$ cat config.mk
export PLATFORM = sky130hd
export DESIGN_NAME = i2c_slave_shift_engine
export DESIGN_NICKNAME = d
export VERILOG_FILES = /design/src/rtl/i2c_slave_shift_engine_pkg.sv /design/src/rtl/i2c_slave_shift_engine_slave_bus_monitor.sv /design/src/rtl/i2c_slave_shift_engine.sv
export SDC_FILE = /design/constraint.sdc
export NUM_CORES = 1
export LEC_CHECK = 0
export ABC_AREA = 1
export CAP_MARGIN = 10
export CORE_MARGIN = 5
export CORE_UTILIZATION = 55
export DETAILED_ROUTE_END_ITERATION = 8
export PLACE_DENSITY = 0.9
export SLEW_MARGIN = 20
export SYNTH_ARGS = -nofsm -noshare
export SYNTH_HDL_FRONTEND = slang
export SYNTH_SLANG_ARGS = --single-unit
$ cat constraint.sdc
create_clock -name clk -period 3.7 [get_ports clk]
set_clock_uncertainty 0.2 [all_clocks]
set_input_delay 0.555 -clock clk [delete_from_list [all_inputs] [get_ports clk]]
set_output_delay 0.555 -clock clk [all_outputs]
set_load 0.02 [all_outputs]
$ cat src/rtl/i2c_slave_shift_engine_pkg.sv
// i2c_slave_shift_engine_pkg: shared slave-side state, address constants and transfer direction
package i2c_slave_shift_engine_pkg;

    typedef enum logic [3:0] {
        IDLE,
        ADDR1,
        ADDR1_ACK,
        ADDR2,
        ADDR2_ACK,
        RX_BYTE,
        RX_ACK,
        TX_BYTE,
        TX_ACK,
        WAIT_STOP
    } SlaveStateType;

    typedef enum logic {
        DIR_WRITE = 1'b0,
        DIR_READ  = 1'b1
    } DataDirection;

    localparam logic [4:0] ADDR10_PREFIX     = 5'b11110;
    localparam logic [7:0] GENERAL_CALL_ADDR = 8'h00;

endpackage

$ cat src/rtl/i2c_slave_shift_engine_slave_bus_monitor.sv
// slave_bus_monitor: SCL edge and START/STOP condition detection on synchronized bus lines
module slave_bus_monitor (
    input  logic clk,
    input  logic rst,
    input  logic scl_in,
    input  logic sda_in,
    output logic scl_rise,
    output logic scl_fall,
    output logic start_det,
    output logic stop_det
);

    logic scl_prev;
    logic sda_prev;

    // Reset to the idle-high bus level so leaving reset never fakes an edge
    always_ff @(posedge clk) begin
        if (rst) begin
            scl_prev <= 1'b1;
            sda_prev <= 1'b1;
        end else begin
            scl_prev <= scl_in;
            sda_prev <= sda_in;
        end
    end

    assign scl_rise  = scl_in & ~scl_prev;
    assign scl_fall  = ~scl_in & scl_prev;
    assign start_det = scl_in & scl_prev & sda_prev & ~sda_in;
    assign stop_det  = scl_in & scl_prev & ~sda_prev & sda_in;

endmodule

$ cat src/rtl/i2c_slave_shift_engine.sv
// i2c_slave_shift_engine: I2C target byte engine (7/10-bit address match, RX/TX shifting, ACK/NACK).
// Define GENERAL_CALL_EN to also accept the 7-bit general call address 8'h00.
module i2c_slave_shift_engine
    import i2c_slave_shift_engine_pkg::*;
#(
    parameter int ADDR_W = 10
) (
    input  logic              clk,
    input  logic              rst,
    input  logic              scl_in,
    input  logic              sda_in,
    output logic              sda_pull,
    input  logic [ADDR_W-1:0] own_address,
    input  logic              address_mode,
    input  logic [7:0]        tx_data,
    input  logic              tx_valid,
    output logic              tx_load,
    input  logic              rx_ready,
    output logic [7:0]        rx_data,
    output logic              rx_strobe,
    output logic              addressed,
    output logic              rw_mode,
    output logic              tx_underrun,
    output logic              bus_busy
);

    SlaveStateType state, state_next;
    logic       scl_rise, scl_fall, start_det, stop_det;
    logic [2:0] bit_cnt;
    logic [6:0] shreg;
    logic       done, need_addr2, ten_prev;
    logic [7:0] byte_in, tx_byte;
    logic       last_rise, hdr_match, gc_match, addr1_match, addr2_match, tx_reload;

    slave_bus_monitor u_mon (
        .clk      (clk),
        .rst      (rst),
        .scl_in   (scl_in),
        .sda_in   (sda_in),
        .scl_rise (scl_rise),
        .scl_fall (scl_fall),
        .start_det(start_det),
        .stop_det (stop_det)
    );

    assign byte_in   = {shreg, sda_in};
    assign tx_byte   = tx_valid ? tx_data : 8'hFF;
    assign last_rise = scl_rise && bit_cnt == 3'd7;
    assign hdr_match = byte_in[7:3] == ADDR10_PREFIX && byte_in[2:1] == own_address[9:8];
`ifdef GENERAL_CALL_EN
    assign gc_match  = byte_in == GENERAL_CALL_ADDR;
`else
    assign gc_match  = 1'b0;
`endif
    // A 10-bit read header only matches after a completed 10-bit write addressing phase
    assign addr1_match = address_mode
        ? (hdr_match && (DataDirection'(byte_in[0]) == DIR_WRITE || ten_prev))
        : (byte_in[7:1] == own_address[6:0] || gc_match);
    assign addr2_match = byte_in == own_address[7:0];
    assign tx_reload   = scl_fall && ((state == ADDR1_ACK && !need_addr2 && DataDirection'(rw_mode) == DIR_READ)
                                      || (state == TX_ACK && done));

    always_ff @(posedge clk) begin
        if (rst) state <= IDLE;
        else     state <= state_next;
    end

    always_comb begin
        state_next = state;
        if (start_det) state_next = ADDR1;
        else if (stop_det) state_next = IDLE;
        else begin
            case (state)
                ADDR1:     state_next = (last_rise && !addr1_match) ? WAIT_STOP
                                      : (scl_fall && done) ? ADDR1_ACK : state;
                ADDR1_ACK: state_next = !scl_fall ? state : need_addr2 ? ADDR2
                                      : DataDirection'(rw_mode) == DIR_READ ? TX_BYTE : RX_BYTE;
                ADDR2:     state_next = (last_rise && !addr2_match) ? WAIT_STOP
                                      : (scl_fall && done) ? ADDR2_ACK : state;
                ADDR2_ACK: state_next = scl_fall ? RX_BYTE : state;
                RX_BYTE:   state_next = (scl_fall && done) ? RX_ACK : state;
                RX_ACK:    state_next = scl_fall ? RX_BYTE : state;
                TX_BYTE:   state_next = (scl_fall && bit_cnt == 3'd7) ? TX_ACK : state;
                TX_ACK:    state_next = (scl_rise && sda_in) ? WAIT_STOP
                                      : (scl_fall && done) ? TX_BYTE : state;
                default:   state_next = state;
            endcase
        end
    end

    always_ff @(posedge clk) begin
        if (rst) begin
            bit_cnt     <= 3'd0;
            shreg       <= 7'd0;
            done        <= 1'b0;
            need_addr2  <= 1'b0;
            ten_prev    <= 1'b0;
            sda_pull    <= 1'b0;
            tx_load     <= 1'b0;
            tx_underrun <= 1'b0;
            rx_data     <= 8'h00;
            rx_strobe   <= 1'b0;
            addressed   <= 1'b0;
            rw_mode     <= 1'b0;
            bus_busy    <= 1'b0;
        end else begin
            rx_strobe   <= 1'b0;
            tx_load     <= 1'b0;
            tx_underrun <= 1'b0;
            if (start_det) begin
                bit_cnt   <= 3'd0;
                done      <= 1'b0;
                sda_pull  <= 1'b0;
                addressed <= 1'b0;
                bus_busy  <= 1'b1;
            end else if (stop_det) begin
                done      <= 1'b0;
                sda_pull  <= 1'b0;
                addressed <= 1'b0;
                bus_busy  <= 1'b0;
                ten_prev  <= 1'b0;
            end else begin
                case (state)
                    ADDR1, ADDR2, RX_BYTE: begin
                        if (scl_rise) begin
                            shreg   <= byte_in[6:0];
                            bit_cnt <= bit_cnt + 3'd1;
                            done    <= bit_cnt == 3'd7;
                        end
                        if (last_rise && state == ADDR1 && addr1_match) begin
                            rw_mode    <= byte_in[0];
                            need_addr2 <= address_mode && !byte_in[0];
                        end
                        if (last_rise && state == ADDR2 && addr2_match) begin
                            rw_mode  <= DIR_WRITE;
                            ten_prev <= 1'b1;
                        end
                        if (last_rise && state == RX_BYTE) begin
                            rx_data   <= byte_in;
                            rx_strobe <= 1'b1;
                        end
                        if (scl_fall && done) begin
                            done     <= 1'b0;
                            sda_pull <= state == RX_BYTE ? rx_ready : 1'b1;
                        end
                    end
                    ADDR1_ACK, ADDR2_ACK, RX_ACK: begin
                        if (scl_fall) begin
                            sda_pull <= 1'b0;
                            bit_cnt  <= 3'd0;
                            if (state == ADDR2_ACK || (state == ADDR1_ACK && !need_addr2)) addressed <= 1'b1;
                        end
                    end
                    TX_BYTE: begin
                        if (scl_fall) begin
                            bit_cnt  <= bit_cnt + 3'd1;
                            shreg    <= {shreg[5:0], 1'b1};
                            sda_pull <= bit_cnt == 3'd7 ? 1'b0 : ~shreg[6];
                        end
                    end
                    TX_ACK: begin
                        if (scl_rise) done <= ~sda_in;
                        if (scl_fall) done <= 1'b0;
                    end
                    default: sda_pull <= 1'b0;
                endcase
                if (tx_reload) begin
                    shreg       <= tx_byte[6:0];
                    sda_pull    <= ~tx_byte[7];
                    tx_load     <= tx_valid;
                    tx_underrun <= ~tx_valid;
                    bit_cnt     <= 3'd0;
                end
            end
        end
    end

endmodule

# Word-level counts from Yosys, hierarchy flattened
# Cells that the tools add are included.
[word_totals]
reg_bits = 34
input_bits = 25
output_inout_bits = 15
elab_cells = 168
[op_classes]
n_bitwise = 18
reduce_logical = 52
n_mux = 46
addsub = 1
n_eq_ne = 34
[ops]
columns = ["op", "count"]
rows = [
  ["2-to-1 mux 4 bit", 10],
  ["one-hot mux 4 bit (7 select lines)", 1],
  ["!= test 3 bit (second input constant)", 8],
  ["2-to-1 mux 1 bit", 21],
  ["2-to-1 mux 7 bit", 3],
  ["logical AND 1 bit", 18],
  ["== test 4 x 3 -> 1 bit (second input constant)", 4],
  ["AND reduction 4 bit", 4],
  ["AND reduction 8 bit", 2],
  ["2-to-1 mux 3 bit", 5],
  ["one-hot mux 7 bit (2 select lines)", 1],
  ["!= test 4 bit (second input constant)", 3],
  ["inverter 1 bit", 11],
  ["!= test 5 bit (second input constant)", 2],
  ["AND reduction 5 bit", 2],
  ["nonzero test 2 bit", 5],
  ["one-hot mux 3 bit (3 select lines)", 1],
  ["AND reduction 3 bit", 3],
  ["nonzero test 9 bit", 1],
  ["OR reduction 3 bit", 3],
  ["== test 4 x 2 -> 1 bit (second input constant)", 2],
  ["== test 8 bit", 1],
  ["2-to-1 mux 8 bit", 1],
  ["!= test 2 bit (second input constant)", 4],
  ["22 further kinds", 35],
]

# Longest topological paths before layout
[depth]
depth_word = 10
ltp_mapped = 14
depth_no_buf = 14

# By module
# From an unflattened synthesis, not the netlist that was laid out.
[hier_totals]
hier_cells = 342
hier_area_um2 = 2108.3
[modules_own_cells]
columns = ["mod", "seq_area_each_um2", "area_per_inst_um2", "n_inst", "cells_per_inst"]
rows = [
  ["i2c_slave_shift_engine", 640.6, 2015.7, 1, 326],
  ["slave_bus_monitor", 40.0, 92.6, 1, 16],
]

# Least setup slack after synthesis
# OpenSTA, ideal clock, no wires.
[synth_timing]
kind = "input-to-reg"
from = "input port scl_in"
to = "register shreg[4]"
t_arrival_ns = 1.785
cell_stages = 12
required_ns = 3.380
slack_ns = 1.595
setup_time_ns = 0.120
n_path_buf = 1
path_cell_list = "inv_1 ha_1 nand2_1 inv_2 nand2_2 nand2_4 nor2_1 nor3_2 nand2_2 buf_6 o21ai_1 a21oi_1"
[synth_via]
elab_chain_len = 5
elab_cells_between_ends = 16
classes_between = "eq/ne: 2; mux: 1; bitwise: 10; reduce/logical: 3"
[synth_lines]
columns = ["element", "line_no", "rtl"]
rows = [
  ["start, declared", "i2c_slave_shift_engine.sv:10", "input logic scl_in,"],
  ["inverter 1 bit or bitwise AND 1 bit (tied branches)", "i2c_slave_shift_engine_slave_bus_monitor.sv:28, i2c_slave_shift_engine_slave_bus_monitor.sv:29, i2c_slave_shift_engine_slave_bus_monitor.sv:30", ""],
  ["bitwise AND 1 bit (on tied branches)", "i2c_slave_shift_engine_slave_bus_monitor.sv:28, i2c_slave_shift_engine_slave_bus_monitor.sv:29, i2c_slave_shift_engine_slave_bus_monitor.sv:30", ""],
  ["logical AND 1 bit (tied with other cells)", "i2c_slave_shift_engine.sv:60", "assign tx_reload = scl_fall && ((state == ADDR1_ACK && !need_addr2 && DataDirection'(rw_mode) == DIR_READ)"],
  ["!= test 3 bit (no source line) (tied with other cells)", "--", ""],
  ["AND reduction 5 bit (no source line)", "--", ""],
  ["end signal, assigned", "i2c_slave_shift_engine.sv:126", "shreg <= byte_in[6:0];"],
  ["end signal, assigned", "i2c_slave_shift_engine.sv:157", "shreg <= {shreg[5:0], 1'b1};"],
  ["end signal, assigned", "i2c_slave_shift_engine.sv:168", "shreg <= tx_byte[6:0];"],
  ["end, declared", "i2c_slave_shift_engine.sv:30", "logic [6:0] shreg;"],
]
# Several ways; a longest one is shown, not always the timed one.
# A chain may end at the register's enable or synchronous reset.

# Worst setup path in the final report
[layout_timing]
from = "input port scl_in"
to = "register shreg[1]"
# The elaborated chain is that of the path after synthesis.

==> impl_metrics.env <==
export IMPL_peakVddDrop_v=0.000393
export IMPL_area_growth_pct=27.0
export IMPL_power_density_mw_per_mm2=540
export IMPL_drt_iter0_drc=278
export IMPL_wl_per_cell_um=13.2
export IMPL_die_h_um=71.9
export IMPL_required_ns=3.68
export IMPL_grt_pass1_vias=2115
export IMPL_layout_common_cells="82 x nand2_1, 47 x inv_1, 42 x nor2_1, 39 x clkdlybuf4s50_1, 34 x dfxtp_1"
export IMPL_finalMaxSlewViolations=0
export IMPL_setup_viol=0
export IMPL_maxCapViolations=0
export IMPL_p_total_mw=1.45
export IMPL_diodes=0
export IMPL_routed_wl_mm=5.65
export IMPL_slowest_delay_ns=0.45
export IMPL_cts_buffer_depth=2
export IMPL_grt_use_total_pct=23.3
export IMPL_htree_levels=2
export IMPL_slew_headroom_pct=61.8
export IMPL_cts_hold_buffers=0
export IMPL_avgSynthCellArea_um2=6.27
export IMPL_dp_slack_ns=0.802
export IMPL_clk_pin_slew_ns=0.07
export IMPL_hold_viol=0
export IMPL_worstSetupPathType="in2reg"
export IMPL_synth_cell_types=26
export IMPL_dp_cells=419
export IMPL_rsz0062_at_grt="false"
export IMPL_min_path_type="reg2reg"
export IMPL_fin_util_pct=72.5
export IMPL_rows=22
export IMPL_clkSinkCount=34
export IMPL_start_util_pct=57.1
export IMPL_ys_warn_count=0
export IMPL_max_freq_mhz=371
export IMPL_syn_inst=336
export IMPL_cellLeakagePower_nw=1.24
export IMPL_fin_area_mm2=0.00268
export IMPL_post_cts_buffers=0
export IMPL_period_needed_ns=2.70
export IMPL_port_buffers=39
export IMPL_seq_area_frac_synth_pct=32.3
export IMPL_stdcell_count=427
export IMPL_ys_ff_latch=34
export IMPL_post_cts_resized=0
export IMPL_core_area_mm2=0.00369
export IMPL_netlist_area_mm2=0.00211
export IMPL_cp_start_kind="input pin"
export IMPL_cts_buffers=5
export IMPL_ant_nets=0
export IMPL_grt_ovfl_total=0
export IMPL_drc_errors=0
export IMPL_holdWs_ns=0.262
export IMPL_insertion_delay_ns=0.29
export IMPL_cp_arrival_ns=2.67
export IMPL_tightestPinTransition_ns=0.568
export IMPL_min_period_over_period_pct=72.9
export IMPL_synth_nets=366
export IMPL_root_buffer="clkbuf_8"
export IMPL_firstDrtPassIters=5
export IMPL_layout_drive_gt1_share_pct=8.18
export IMPL_nets=408
export IMPL_tns_ns=0
export IMPL_outcome="completed"
export IMPL_die_area_mm2=0.00517
export IMPL_crit_fanout=9
export IMPL_place_hpwl_mm=4.35
export IMPL_critPathSlowestCell="clkdlybuf4s50_1"
export IMPL_place_area_mm2=0.00253
export IMPL_place_congestion=0.967
export IMPL_crit_path_cell_trace="clkdlybuf4s50_1 -> inv_1 -> ha_1 -> nand2_1 -> inv_2 -> nand2_2 -> nand2_4 -> nand2_1 -> nor2_1 -> a21oi_1 -> o21ai_0 -> a21oi_1"
export IMPL_tritoncts="yes"
export IMPL_io_pins=40
export IMPL_die_w_um=71.9
export IMPL_grt_pass1_wl_mm=9.68
export IMPL_num_vias=2288
export IMPL_antenna_found_initial=0
export IMPL_layout_commonest_cell="nand2_1"
export IMPL_crit_path_end_kind="flip-flop"
export IMPL_grt_max_degree=21
export IMPL_worst_slack_ns=1.00
export IMPL_avgViaCountPerCell=5.36
## final timing paths
path	start	endpoint	slack, ns	depth (start not counted)
hold / removal	ten_prev	ten_prev	0.26	2
setup reg to reg	u_mon.scl_prev	shreg[1]	1.46	10
hold reg to reg	ten_prev	ten_prev	0.26	2
setup / recovery	scl_in	shreg[1]	1.00	12
## registers in the layout, summed over array words and instances (netlist names), 3 cells and up
name / flops
bit_cnt: 3
rx_data: 8
shreg: 7
state: 4
## metal layers
layer	track usage (%)	vias to the layer above	routed length, µm	part of all wire, %
li1	-	1154	-	-
met3	3.74	16	495	8.8
met5	0	-	0	0
met1	33.8	994	2650	47
met2	34.0	124	2390	42
met4	10.0	0	123	2.2
## where the power goes
group / internal, mW / switching [mW] / leakage (nW)
Clock: 0.287 / 0.141 / 0.0714
Combinational: 0.202 / 0.343 / 0.896
Sequential: 0.418 / 0.0535 / 0.277
Total: 0.907 / 0.538 / 1.24
## cell type report
cell class	count	area, µm²
multi-input cells	245	1200
flip-flops and latches	34	681
fillers	320	1010
repair buffers	39	390
inverters	53	199
clock inverters	2	60.1
clock buffers	6	82.6
well taps	48	60.1
## cell families (layout without fill, tap and decap cells)
family                   after synthesis  count (layout)  synth area share (%)
AND/OR/NAND/NOR                      164             164                  34.5
multiplexers                           1               1                 0.475
adder cells (fa/ha/maj)                5               5                  2.97
AO/OA/AOI/OAI                         69              69                  16.6
flip-flops                            34              34                  32.3
buffers and inverters                 57             100                  10.6
XOR/XNOR                               6               6                  2.49
## worst max-delay path, delay by kind of cell
kind,cells,cell delay (ns)
AND/OR/NAND/NOR,5,0.79
buffers and inverters,3,0.68
adder cells (fa/ha/maj),1,0.33
AO/OA/AOI/OAI,3,0.32
## synth_stat cells
library cell,instances,area share (%)
a21oi_1,33,7.8
a31oi_1,4,1.2
buf_1,1,0.18
buf_2,2,0.48
buf_6,1,0.53
dfxtp_1,34,32
ha_1,5,3.0
inv_1,47,8.4
inv_2,6,1.1
mux2i_1,1,0.48
nand2_1,82,15
nand2_2,3,0.89
nand2_4,1,0.53
nand3_1,16,3.8
nand3_2,3,1.4
nand3b_1,1,0.36
nand4_1,1,0.30
nand4_2,1,0.59
nor2_1,42,7.5
nor2_2,6,1.8
nor3_1,3,0.71
nor3_2,3,1.4
nor4_1,2,0.59
o21ai_0,27,6.4
o21ai_1,5,1.2
xnor2_1,6,2.5
(Power assumes the default switching activity.)
